[src/rtl/mem_responder.sv]
// mem_responder: byte-wide memory target with programmable wait states, range checking, access counters and a loader port.
module mem_responder #(
   parameter int ADDR_BITS   = 8,
   parameter int WAIT_CYCLES = 1
) (
   input  logic                 clk,
   input  logic                 rst,
   input  logic                 m_req,
   input  logic                 m_wr,
   input  logic [15:0]          m_addr,
   input  logic [7:0]           m_outdata,
   output logic                 m_wait,
   output logic [7:0]           m_indata,
   output logic                 bus_err,
   output logic [15:0]          rd_count,
   output logic [15:0]          wr_count,
   input  logic                 ld_we,
   input  logic [ADDR_BITS-1:0] ld_addr,
   input  logic [7:0]           ld_data
);
   typedef enum logic [1:0] {S_IDLE, S_WAIT, S_DONE} state_t;
   localparam logic [3:0] CNT_INIT  = 4'(WAIT_CYCLES > 0 ? WAIT_CYCLES - 1 : 0);
   localparam logic       ZERO_WAIT = WAIT_CYCLES == 0;
   state_t               state, state_nx;
   logic [3:0]           cnt, cnt_nx;
   logic [7:0]           mem [2**ADDR_BITS];
   logic [ADDR_BITS-1:0] addr;
   logic                 in_range, done;
   assign addr     = m_addr[ADDR_BITS-1:0];
   assign in_range = (m_addr >> ADDR_BITS) == 16'd0;
   assign m_indata = in_range ? mem[addr] : 8'hFF;
   always_comb begin
      state_nx = state;
      cnt_nx   = cnt;
      m_wait   = 1'b0;
      done     = 1'b0;
      if (state == S_IDLE) begin
         m_wait = m_req & ~ZERO_WAIT;
         done   = m_req & ZERO_WAIT;
         if (m_req & ~ZERO_WAIT) begin
            state_nx = S_WAIT;
            cnt_nx   = CNT_INIT;
         end
      end else if (state == S_WAIT) begin
         m_wait = m_req;
         if (!m_req) state_nx = S_IDLE;
         else if (cnt == 4'd0) state_nx = S_DONE;
         else cnt_nx = cnt - 4'd1;
      end else begin
         done     = m_req;
         state_nx = S_IDLE;
      end
   end
   always_ff @(posedge clk) begin
      if (rst) begin
         state    <= S_IDLE;
         cnt      <= 4'd0;
         bus_err  <= 1'b0;
         rd_count <= 16'd0;
         wr_count <= 16'd0;
      end else begin
         state   <= state_nx;
         cnt     <= cnt_nx;
         bus_err <= done & ~in_range;
         if (done & m_wr) wr_count <= wr_count + 16'd1;
         if (done & ~m_wr) rd_count <= rd_count + 16'd1;
      end
   end
   // loader is ungated by reset; a core write to the same byte lands last and wins
   always_ff @(posedge clk) begin
      if (ld_we) mem[ld_addr] <= ld_data;
      if (done & m_wr & in_range & ~rst) mem[addr] <= m_outdata;
   end
endmodule

[config.mk]
export PLATFORM = sky130hd
export DESIGN_NAME = mem_responder
export DESIGN_NICKNAME = d
export VERILOG_FILES = /design/src/rtl/mem_responder.sv
export SDC_FILE = /design/constraint.sdc
export NUM_CORES = 2
export LEC_CHECK = 0
export BUFFER_PORTS_ARGS = -buffer_cell sky130_fd_sc_hd__clkbuf_2
export CORE_ASPECT_RATIO = 1.1
export CORE_MARGIN = 5
export CORE_UTILIZATION = 66
export CTS_BUF_LIST = sky130_fd_sc_hd__clkbuf_2
export CTS_CLUSTER_DIAMETER = 150
export DETAILED_ROUTE_END_ITERATION = 16
export GPL_ROUTABILITY_DRIVEN = 1
export PLACE_DENSITY = 0.85
export SLEW_MARGIN = 25
export SYNTH_ARGS = -nofsm -noshare
export SYNTH_HDL_FRONTEND = slang
export SYNTH_SLANG_ARGS = --single-unit
[constraint.sdc]
create_clock -name clk -period 3.66 [get_ports clk]
set_input_delay 0.366 -clock clk [delete_from_list [all_inputs] [get_ports clk]]
set_output_delay 0.366 -clock clk [all_outputs]
set_load 0.05 [all_outputs]
==> run_results.csv <==
group,metric,value,unit
final_layout,drive_gt1_share,55.5,%
route,ant_nets,0,
setup_path,cp-startpoint,"mem[182][7]",
final_layout,fillers,9214,
place,hpwlAfterDp,210000,microns
route,vias,73120,
clock_network,cts_setup_buffers,0,
sta,tightestPinTransition,1.37,ns
floorplanning,die_w,396,microns
yosys,dominantRegCellSynth,"edfxtp_1",
global_routing,globalRouteMet3Util,16.0,%
setup_path,crit_chain,"mux4_2 -> mux4_2 -> a22oi_2 -> buf_4 -> nand4_1 -> nand4b_1 -> buf_4 -> buf_8",
global_routing,use_met1,49.3,%
job,maxCapViolCount,0,
yosys,synth_warnings,0,
route,vias_per_cell,7.35,
yosys,synth_cells,6621,
floorplanning,num_io_pins,87,
setup_path,crit_type,"reg2out",
yosys,syn_area,108000,sq um
route,routedWlPerCell,35.1,microns
clock_network,cts_max_level,6,
setup_path,arrival,5.21,ns
clock_network,clkSlewWorstSetupHoldPaths,0.11,ns
final_layout,fin_util,75.3,%
setup_path,worst_r2r_path_depth,12,
floorplanning,die_area,172000,sq um
place,dpl.cell_count,8902,
route,drt_first_pass_iters,14,
setup_path,crit_path_start_kind,"flip-flop",
sta,max_slew_margin,8.38,%
yosys,synth_fp_nets,6670,
global_routing,grt-ovfl-total,0,
final_layout,stdcell_count,9955,
run_status,violations,"setup timing",
global_routing,track_usage,40.6,%
global_routing,first_global_vias,73345,
sta,fmax,179,MHz
power_and_ir_drop,powerDensity,385,nW/um^2
clock_network,cts_max_path_buffers,4,
setup_path,cpLargestDelayFamily,"multiplexers",
clock_network,clk_latency,1.95,ns
setup_path,worst-path-buf-inv,3,
yosys,synth_edf_count,2048,
sta,fin_crit,5.57,ns
clock_network,root_buffer,"clkbuf_2",
clock_network,numClockSinks,2087,
final_layout,final_area,122000,sq um
setup_path,worstSetupEndpoint,"m_indata[7]",
sta,finClkSkew,0.111,ns
sta,setup_slack,-1.91,ns
final_layout,fin_nets,7526,
global_routing,antenna_found_initial,28,
hold_path,hold_class,"in2reg",
hold_path,whs_path_depth,8,
yosys,async_flop_share,0,%
clock_network,numCtsBuffers,543,
yosys,ys_seq_area_share,57.7,%
place,io_buffers,86,
yosys,ys_ff_latch,2087,
setup_path,r2r-end,"mem[17][0]",
setup_path,required,3.29,ns
power_and_ir_drop,power.leakage,41.6,nW
setup_path,worst_r2r_startpoint,"state[1]",
sta,slew_violations,0,
place,globalplace.congestion,0.991,
floorplanning,start_util,66.4,%
sta,rsz0062_at_grt,"yes",
setup_path,slowest_delay,0.56,ns
route,drt-total-wl,350000,microns
global_routing,grt_max_degree,127,
sta,setup_viol,8,
global_routing,grt.busiest_layer,"met2",
setup_path,critPathCaptureType,"output port",
setup_path,crit_cells,8,
route,drc,0,
floorplanning,die_y,434,microns
setup_path,rrSetupSlack,0.08,ns
floorplanning,core-area,163000,sq um
setup_path,path_max_fanout,2,
run_status,status,"finished with violations",
final_layout,syn2layout_area_growth,13.4,%
place,placed_area,116000,sq um
yosys,avgSynthCellArea,16.3,sq um
power_and_ir_drop,vdd_ir_drop_max,0.279,mV
sta,hold_viol_final,0,
route,drt_iter0_drc,11517,
floorplanning,rows,155,
sta,post-route-period-util,152,%
global_routing,grtUsageMet2,60.2,%
yosys,synth.distinct_cells,64,
setup_path,critPathSlowestCell,"nand4b_1",
global_routing,grt_pass1_wl,505000,microns
clock_network,cts_tree,"yes",
sta,fin_tns_setup,-11.35,ns
==> metal layers <==
metal,vias to the layer above,part of all wire [%]
li1,28450,-
met1,36212,31
met2,6810,45
met3,1628,16
met4,20,7.9
met5,-,0.059
==> worst min-delay path, delay by kind of cell <==
kind,cells,cell delay [ns]
buffers and inverters,4,0.84
and+or+nand+nor,3,0.44
muxes,1,0.16
==> power breakdown <==
part / switching, mW / leakage (nW) / internal (mW)
Combinational: 2.75 / 19.3 / 2.06
Sequential: 0.0184 / 18.7 / 26.2
Clock: 9.66 / 3.55 / 6.44
Total: 12.4 / 41.6 / 34.7
==> worst min path at each step <==
stage | startpoint | endpoint | slack (ns)
after floorplan | cnt[0] | cnt[0] | 0.45
after CTS | m_req | cnt[0] | 0.001
after global placement | cnt[0] | cnt[0] | 0.46
after global routing | m_addr[0] | mem[238][4] | 0.02
after detailed placement | cnt[0] | cnt[0] | 0.48
final | m_addr[0] | mem[238][5] | 0.03
==> Yosys cell counts, drive strengths merged (7+ instances only) <==
cell | count | share of area [%]
o21ai | 138 | 0.64
nor2b | 14 | 0.081
nor4 | 11 | 0.075
mux4 | 549 | 11
edfxtp | 2048 | 57
nand3 | 45 | 0.21
clkbuf | 571 | 2.0
and3 | 7 | 0.041
a31oi | 8 | 0.046
xor2 | 23 | 0.19
a21oi | 16 | 0.074
nor2 | 199 | 0.84
buf | 152 | 0.72
xnor2 | 7 | 0.057
nor3 | 24 | 0.13
a22oi | 53 | 0.37
a32oi | 14 | 0.11
o22ai | 167 | 0.97
nand2 | 260 | 1.1
nand2b | 14 | 0.081
mux2i | 109 | 1.0
nand4 | 20 | 0.12
inv | 7 | 0.024
dfxtp | 39 | 0.72
mux2 | 2061 | 22
==> sequential cells by signal, indices dropped and copies added, names as in the netlist <==
signal,count
cnt,4
state,2
rd_count,16
mem,2048
bus_err,1
wr_count,16
==> cells by family after synthesis <==
kind of cell               count (synthesis)  share of synthesized area [%]
muxes                                   2719                           34.0
buffers and inverters                    730                           2.73
AOI/OAI and AO/OA                        420                           2.40
adders and majority gates                  4                         0.0464
xor gates and xnor gates                  30                          0.243
and+or+nand+nor                          631                           2.90
DFF                                     2087                           57.7
==> per-stage QoR <==
| stage | total power, mW | hold WS, ns | setup slack, ns |
|---|---|---|---|
| after floorplan | 29.5 | 0.449 | 0.259 |
| after global placement | 31.0 | 0.462 | -0.842 |
| after detailed placement | 31.1 | 0.483 | -0.818 |
| after CTS | 46.9 | 0.00113 | -1.91 |
| after global routing | 48.6 | 0.0195 | -1.98 |
| final | 47.2 | 0.0337 | -1.91 |
==> cells in the final DEF (no fill, tap or decap), types with 23 or more instances in the layout <==
master            n
mux4_2          549
buf_12           93
dlygate4sd3_1   129
nor2_2           61
o21ai_0         124
mux2i_1         105
clkinv_1         65
buf_8            25
dfxtp_1          38
o22ai_1         166
diode_2          39
xor2_1           23
buf_4           706
mux2_1          193
mux2_2         1868
nor2_1          130
clkbuf_2        827
edfxtp_1       2048
nand2_2          81
nand2_1         177
nand3_1          41
a22oi_1          47
==> area by class of cell <==
cell class	instances	area [sq um]	area share, %
repair buffers	1034	9670	7.90
clock inverters	96	722	0.590
well taps	2119	2650	2.17
flip-flops and latches	2087	62300	50.9
inverters	7	26.3	0.0215
multi-input cells	3804	43100	35.2
diodes	39	97.6	0.0797
clock buffers	769	3850	3.14
==> repair_timing <==
| action | in CTS | in global routing |
|---|---|---|
| hold buffers | 152 | 2 |
| gates cloned | 0 | 0 |
| setup endpoints to repair | 8 | 20 |
| gates resized for setup | 49 | 25 |
| pin swaps | 16 | 9 |
| endpoints found under the hold margin | 4135 | 2 |
No activity file was read; power rests on OpenSTA's default activity.
